### config.mk
export PLATFORM = sky130hd
export DESIGN_NAME = led_array_ctrl_flat
export DESIGN_NICKNAME = d
export VERILOG_FILES = /design/src/rtl/led_array_ctrl_pkg.sv /design/src/rtl/led_array_ctrl_if.sv /design/src/rtl/led_array_ctrl_channel.sv /design/src/rtl/led_array_ctrl.sv /design/src/flat_wrapper.sv
export SDC_FILE = /design/constraint.sdc
export NUM_CORES = 1
export LEC_CHECK = 0
export BUFFER_PORTS_ARGS = -buffer_cell sky130_fd_sc_hd__buf_2
export CELL_PAD_IN_SITES_DETAIL_PLACEMENT = 0
export CELL_PAD_IN_SITES_GLOBAL_PLACEMENT = 1
export CORE_ASPECT_RATIO = 1.75
export CORE_MARGIN = 1
export CORE_UTILIZATION = 45
export CTS_BUF_LIST = sky130_fd_sc_hd__clkbuf_16
export CTS_CLUSTER_SIZE = 16
export DETAILED_ROUTE_END_ITERATION = 16
export PLACE_DENSITY_LB_ADDON = 0.1
export SETUP_SLACK_MARGIN = 0.2
export SYNTH_ARGS = -nofsm -noshare
export SYNTH_HDL_FRONTEND = slang
export SYNTH_HIERARCHICAL = 1
export SYNTH_SLANG_ARGS = --single-unit
### constraint.sdc
create_clock -name clk -period 5.8 [get_ports clk]
set_input_delay 1.16 -clock clk [delete_from_list [all_inputs] [get_ports clk]]
set_output_delay 1.16 -clock clk [all_outputs]
set_load 0.01 [all_outputs]
### src/rtl/led_array_ctrl_pkg.sv
// ============================================================================
//  Module      : led_pkg
//  Description : Shared types and elaboration helpers for the LED array
//                controller (channel mode encoding, prescaler and width math).
//  Revision    : 1.0  initial release
// ============================================================================
`default_nettype none

package led_pkg;

    typedef enum logic [1:0] {
        LED_OFF   = 2'd0,
        LED_ON    = 2'd1,
        LED_BLINK = 2'd2,
        LED_PWM   = 2'd3
    } led_mode_t;

    // Number of clk cycles per blink time-base tick.
    function automatic int calc_prescale(input int clk_hz, input int tick_hz);
        return clk_hz / tick_hz;
    endfunction

    // Channel-select width; a single-channel array still gets a 1-bit select.
    function automatic int ch_width(input int n_ch);
        return (n_ch > 1) ? $clog2(n_ch) : 1;
    endfunction

endpackage

`default_nettype wire

### src/rtl/led_array_ctrl_if.sv
// ============================================================================
//  Module      : led_array_ctrl_if
//  Description : Valid/ready configuration port of the LED array controller.
//                master = config source, slave = controller.
//  Revision    : 1.0  initial release
// ============================================================================
`default_nettype none

interface led_array_ctrl_if #(
    parameter int N_CH     = 4,
    parameter int PWM_BITS = 8
);
    import led_pkg::*;

    localparam int CH_W = ch_width(N_CH);

    logic                cfg_valid;
    logic                cfg_ready;
    logic [CH_W-1:0]     cfg_ch;
    led_mode_t           cfg_mode;
    logic [PWM_BITS-1:0] cfg_duty;
    logic                cfg_err;

    modport master (
        output cfg_valid, cfg_ch, cfg_mode, cfg_duty,
        input  cfg_ready, cfg_err
    );

    modport slave (
        input  cfg_valid, cfg_ch, cfg_mode, cfg_duty,
        output cfg_ready, cfg_err
    );

endinterface

`default_nettype wire

### src/rtl/led_array_ctrl_channel.sv
// ============================================================================
//  Module      : led_channel
//  Description : One LED channel: mode register, shadow/active PWM duty and
//                the registered LED output.
//  Revision    : 1.0  initial release
// ============================================================================
`default_nettype none

module led_channel
    import led_pkg::*;
#(
    parameter int PWM_BITS = 8
) (
    input  wire logic                clk,
    input  wire logic                reset,
    input  wire logic                on_i,
    input  wire logic                wr_en_i,
    input  wire led_mode_t           mode_i,
    input  wire logic [PWM_BITS-1:0] duty_i,
    input  wire logic [PWM_BITS-1:0] pwm_cnt_i,
    input  wire logic                pwm_wrap_i,
    input  wire logic                blink_phase_i,
    output logic                     led_o
);

    led_mode_t           mode_q;
    logic [PWM_BITS-1:0] shadow_q;
    logic [PWM_BITS-1:0] duty_q;
    logic                led_q;
    logic                led_d;

    // Next LED level from the current mode; global enable low forces dark.
    always_comb begin
        led_d = 1'b0;
        if (on_i) begin
            case (mode_q)
                LED_OFF:   led_d = 1'b0;
                LED_ON:    led_d = 1'b1;
                LED_BLINK: led_d = blink_phase_i;
                LED_PWM:   led_d = (pwm_cnt_i < duty_q);
                default:   led_d = 1'b0;
            endcase
        end
    end

    // Config capture; active duty only changes at a PWM period boundary so a
    // running period is never cut short or stretched.
    always_ff @(posedge clk or negedge reset) begin
        if (!reset) begin
            mode_q   <= LED_OFF;
            shadow_q <= '0;
            duty_q   <= '0;
            led_q    <= 1'b0;
        end else begin
            if (wr_en_i) begin
                mode_q   <= mode_i;
                shadow_q <= duty_i;
            end
            if (pwm_wrap_i) begin
                duty_q <= wr_en_i ? duty_i : shadow_q;
            end
            led_q <= led_d;
        end
    end

    assign led_o = led_q;

endmodule

`default_nettype wire

### src/rtl/led_array_ctrl.sv
// ============================================================================
//  Module      : led_array_ctrl
//  Description : Multi-channel LED driver. Shared prescaler/blink phase and
//                shared PWM counter feed one led_channel per LED.
//  Revision    : 1.0  initial release
// ============================================================================
`default_nettype none

module led_array_ctrl
    import led_pkg::*;
#(
    parameter int N_CH        = 4,
    parameter int CLK_HZ      = 100_000_000,
    parameter int TICK_HZ     = 1_000,
    parameter int BLINK_TICKS = 500,
    parameter int PWM_BITS    = 8
) (
    input  wire logic         clk,
    input  wire logic         reset,
    input  wire logic         on,
    led_array_ctrl_if.slave   cfg,
    output logic              tick,
    output logic [N_CH-1:0]   led
);

    localparam int PRESCALE = calc_prescale(CLK_HZ, TICK_HZ);
    localparam int PRE_W    = $clog2(PRESCALE);
    localparam int BLK_W    = (BLINK_TICKS > 1) ? $clog2(BLINK_TICKS) : 1;

    localparam logic [PRE_W-1:0] c_PRE_MAX = PRE_W'(PRESCALE - 1);
    localparam logic [BLK_W-1:0] c_BLK_MAX = BLK_W'(BLINK_TICKS - 1);

    logic [PRE_W-1:0]    presc_q,       presc_d;
    logic [BLK_W-1:0]    blink_cnt_q,   blink_cnt_d;
    logic                blink_phase_q, blink_phase_d;
    logic [PWM_BITS-1:0] pwm_cnt_q,     pwm_cnt_d;
    logic                ready_q;
    logic                err_q;

    logic                tick_w;
    logic                pwm_wrap_w;
    logic                accept_w;
    logic                ch_ok_w;
    logic [N_CH-1:0]     wr_en_w;

    assign tick_w     = (presc_q == c_PRE_MAX);
    assign pwm_wrap_w = &pwm_cnt_q;
    assign accept_w   = cfg.cfg_valid & ready_q;
    assign ch_ok_w    = (int'(cfg.cfg_ch) < N_CH);

    // Next values of the shared time bases.
    always_comb begin
        presc_d       = tick_w ? '0 : presc_q + 1'b1;
        blink_cnt_d   = blink_cnt_q;
        blink_phase_d = blink_phase_q;
        if (tick_w) begin
            if (blink_cnt_q == c_BLK_MAX) begin
                blink_cnt_d   = '0;
                blink_phase_d = ~blink_phase_q;
            end else begin
                blink_cnt_d   = blink_cnt_q + 1'b1;
            end
        end
        pwm_cnt_d = pwm_cnt_q + 1'b1;
    end

    // Shared counters, config-ready and out-of-range error pulse.
    always_ff @(posedge clk or negedge reset) begin
        if (!reset) begin
            presc_q       <= '0;
            blink_cnt_q   <= '0;
            blink_phase_q <= 1'b0;
            pwm_cnt_q     <= '0;
            ready_q       <= 1'b0;
            err_q         <= 1'b0;
        end else begin
            presc_q       <= presc_d;
            blink_cnt_q   <= blink_cnt_d;
            blink_phase_q <= blink_phase_d;
            pwm_cnt_q     <= pwm_cnt_d;
            ready_q       <= 1'b1;
            err_q         <= accept_w & ~ch_ok_w;
        end
    end

    assign tick          = tick_w;
    assign cfg.cfg_ready = ready_q;
    assign cfg.cfg_err   = err_q;

    generate
        for (genvar i = 0; i < N_CH; i++) begin : g_ch
            assign wr_en_w[i] = accept_w & ch_ok_w & (int'(cfg.cfg_ch) == i);

            led_channel #(
                .PWM_BITS (PWM_BITS)
            ) u_channel (
                .clk           (clk),
                .reset         (reset),
                .on_i          (on),
                .wr_en_i       (wr_en_w[i]),
                .mode_i        (cfg.cfg_mode),
                .duty_i        (cfg.cfg_duty),
                .pwm_cnt_i     (pwm_cnt_q),
                .pwm_wrap_i    (pwm_wrap_w),
                .blink_phase_i (blink_phase_q),
                .led_o         (led[i])
            );
        end
    endgenerate

endmodule

`default_nettype wire

### src/flat_wrapper.sv
// flat-port wrapper written by rule: the top's interface ports become plain ports
module led_array_ctrl_flat import led_pkg::*;
#(
    parameter int N_CH        = 4,
    parameter int CLK_HZ      = 100_000_000,
    parameter int TICK_HZ     = 1_000,
    parameter int BLINK_TICKS = 500,
    parameter int PWM_BITS    = 8
)
  (clk, reset, on, tick, led, cfg_cfg_valid, cfg_cfg_ch, cfg_cfg_mode, cfg_cfg_duty, cfg_cfg_ready, cfg_cfg_err);
  led_array_ctrl_if #(.N_CH(N_CH), .PWM_BITS(PWM_BITS)) cfg_i ();
  input  wire logic clk;
  input  wire logic reset;
  input  wire logic on;
  output logic tick;
  output logic [N_CH-1:0] led;
  input wire logic [$bits(cfg_i.cfg_valid)-1:0] cfg_cfg_valid;
  input wire logic [$bits(cfg_i.cfg_ch)-1:0] cfg_cfg_ch;
  input wire logic [$bits(cfg_i.cfg_mode)-1:0] cfg_cfg_mode;
  input wire logic [$bits(cfg_i.cfg_duty)-1:0] cfg_cfg_duty;
  output wire logic [$bits(cfg_i.cfg_ready)-1:0] cfg_cfg_ready;
  output wire logic [$bits(cfg_i.cfg_err)-1:0] cfg_cfg_err;
  assign cfg_i.cfg_valid = cfg_cfg_valid;
  assign cfg_i.cfg_ch = cfg_cfg_ch;
  assign cfg_i.cfg_mode = cfg_cfg_mode;
  assign cfg_i.cfg_duty = cfg_cfg_duty;
  assign cfg_cfg_ready = cfg_i.cfg_ready;
  assign cfg_cfg_err = cfg_i.cfg_err;
  led_array_ctrl #(.N_CH(N_CH), .CLK_HZ(CLK_HZ), .TICK_HZ(TICK_HZ), .BLINK_TICKS(BLINK_TICKS), .PWM_BITS(PWM_BITS)) u_core (.clk(clk), .reset(reset), .on(on), .cfg(cfg_i), .tick(tick), .led(led));
endmodule
==> impl_metrics.tcl <==
set metrics [dict create \
    slew_viol_final 0 \
    area_delta_synth_final_pct 9.97 \
    place_congestion 0.738 \
    fp.dieH_um 144 \
    syn_inst 461 \
    p_seq_share_pct 54.8 \
    irDropWorstVdd_mv 0.172 \
    rsz0062_at_grt "no" \
    h-tree-depth 3 \
    final_util_pct 51.2 \
    tns_ps 0 \
    grt_max_degree 61 \
    holdWs_ps 485 \
    outcome "finished, final reports clean" \
    hold_buffers 0 \
    hold_viol 0 \
    cts_root_buf "clkbuf_16" \
    syn-num-nets 508 \
    grt_pass1_wl_um 17800 \
    final_common_cell "dfrtp_1" \
    die_w_um 83.2 \
    ys_types 38 \
    synthAdderAreaFrac_pct 7.47 \
    antennaDiodeCount 0 \
    grt_usage_pct 19.4 \
    worst-r2r-cell-count 5 \
    dp_hpwl_um 7460 \
    io_buffers 21 \
    core_sq_um 11200 \
    hold_class "reg2reg" \
    ctsResizeCount 0 \
    relSlewSlack_pct 30.4 \
    synth-compound-area-share_pct 8.24 \
    worstReg2RegStart "u_core/pwm_cnt_q[1]" \
    drt_iter0_drc 100 \
    switchingPower_w 0.000350 \
    yosysWarnings 6 \
    p_int_w 0.00124 \
    crit_end "tick" \
    power.static_leakage_nw 2.66 \
    fin_worst_skew_ps 7.72 \
    wl_um 10400 \
    critPathCaptureType "output port" \
    postLayoutCellArea_sq_um 5710 \
    syn-cell-area_sq_um 5190 \
    startpoint_type "flop" \
    ys_seq_area_share_pct 53.9 \
    placedInstanceArea_sq_um 5430 \
    drc 0 \
    rr_endpoint "u_core/g_ch[2].u_channel/duty_q[0]" \
    p_sw_share_pct 22.1 \
    pwr_density_cell_nw_per_um2 278 \
    fmax_mhz 279 \
    cts-buffers-inserted 9 \
    wl_per_cell_um 16.8 \
    fin_nets 530 \
    synth-edff-count 0 \
    pwr-share-clk_pct 37.4 \
    worst-r2r-setup-slack_ps 3290 \
    post_cts_buffers 0 \
    boundaryPins 23 \
    synth_xor_area_share_pct 3.37 \
    ys.flop_type "dfrtp_1" \
    crit_type "reg2out" \
    cp-startpoint "u_core/presc_q[0]" \
    required_ps 4640 \
    synth_top_family_by_area "simple AND/OR/NAND/NOR gates" \
    ant_nets 0 \
    final_layout_size_suffix_gt1_share_pct 18.2 \
    insertion_delay_ps 340 \
    avgSynthCellArea_sq_um 11.3 \
    synth_mux_area_share_pct 9.54 \
    dpl_worst_slack_ps 2500 \
    clock-sinks 112 \
    cap_viol_max_count 0 \
    setup_slack_ps 2210 \
    via_per_inst 5.45 \
    arrival_ps 2430 \
    dieArea_sq_um 12000 \
    min_period_ps 3590 \
    synth-simple-area-share_pct 13.8 \
    overflow 0 \
    period_share_pct 61.9 \
    antenna_found_initial 0 \
    cts_tree "yes" \
    comb_power_share_pct 7.8 \
    min_from "u_core/blink_cnt_q[8]" \
    cts_max_path_buffers 2 \
    first_global_vias 3543 \
    path_max_fanout 15 \
    clkTransAtPathRegs_ps 70 \
    tightestPinTransition_ps 1040 \
    async_reset_ff_share_pct 100 \
    drtPass1Iterations 4 \
    rows 51 \
    start_util_pct 46.5 \
    finalSetupViolations 0 \
    mostFrequentLayoutCells "dfrtp_1 (112), nand2_1 (50), mux2_2 (44)" \
    vias 3378 \
    synth-seq-cells 112 \
]
layout make-up:
type / instances / area, sq um
clock buffers: 9 / 225
clock inverters: 7 / 55.1
fillers: 1004 / 5450
inverters: 34 / 128
multi-input cells: 304 / 2220
flip-flops and latches: 112 / 2800
well taps: 132 / 165
repair buffers: 22 / 115
synth_stat cells, types with 5 or more instances:
| master | instances | share of area (%) |
|---|---|---|
| xor2_1 | 8 | 1.3 |
| clkbuf_1 | 5 | 0.36 |
| o31ai_1 | 5 | 0.72 |
| mux2_2 | 44 | 9.5 |
| nor4b_1 | 6 | 1.0 |
| inv_1 | 34 | 2.5 |
| nand3_1 | 21 | 2.0 |
| nand2_1 | 50 | 3.6 |
| o21ai_0 | 38 | 3.7 |
| nand4_1 | 7 | 0.84 |
| nand2b_1 | 9 | 1.1 |
| xnor2_1 | 12 | 2.0 |
| a21oi_1 | 13 | 1.3 |
| dfrtp_1 | 112 | 54 |
| ha_1 | 31 | 7.5 |
| nor2_1 | 14 | 1.0 |
state kept, by name (all words and copies together), names as in the netlist:
signal,count
u_core/g_ch.u_channel/shadow_q,32
u_core/presc_q,17
u_core/g_ch.u_channel/duty_q,32
u_core/blink_phase_q,1
u_core/blink_cnt_q,9
u_core/pwm_cnt_q,8
u_core/g_ch.u_channel/led_o,4
u_core/cfg.cfg_ready,1
u_core/g_ch.u_channel/mode_q,8
worst min path at each step:
stage / end / slack, ps / cells after the start
detailed placement: u_core/blink_cnt_q[8] / 470 / 1
global placement: u_core/blink_cnt_q[8] / 470 / 1
CTS: u_core/presc_q[0] / 490 / 1
finish: u_core/blink_cnt_q[8] / 480 / 1
floorplan: u_core/blink_cnt_q[8] / 440 / 1
global route: u_core/presc_q[0] / 500 / 1
metal layers:
| layer | wire [um] | global-route usage, % |
|---|---|---|
| met5 | 0 | 0 |
| met4 | 268 | 8.98 |
| met3 | 226 | 3.20 |
| met2 | 5680 | 36.4 |
| met1 | 4240 | 21.4 |
through the flow:
| stage | power [W] | instances |
|---|---|---|
| finish | 0.00159 | 620 |
| global route | 0.00166 | 620 |
| CTS | 0.00161 | 620 |
| detailed placement | 0.00101 | 604 |
| global placement | 0.00100 | 604 |
| floorplan | 0.000960 | 461 |
kinds of logic (layout without fill, tap and decap cells):
logic type / Yosys count / count (layout)
adder cells (fa/ha/maj): 31 / 31
AO/OA/AOI/OAI: 70 / 70
multiplexers: 44 / 44
XOR/XNOR: 20 / 20
flip-flops: 112 / 112
buffers and inverters: 45 / 72
AND/OR/NAND/NOR: 137 / 137
other: 2 / 2
critical path, cell delays in order, from the launching register on:
cell and delay (ps):
dfrtp_1 390, ha_1 210, and4_2 300, nand4_1 490
inv_1 490, buf_2 210
power by group through the flow:
stage	registers [W]	logic [W]	clock network, W
floorplan	0.000879	0.0000806	0
global placement	0.000881	0.000124	0
detailed placement	0.000884	0.000128	0
CTS	0.000869	0.000128	0.000615
global route	0.000877	0.000140	0.000643
finish	0.000868	0.000124	0.000593
(Power assumes the default switching activity.)
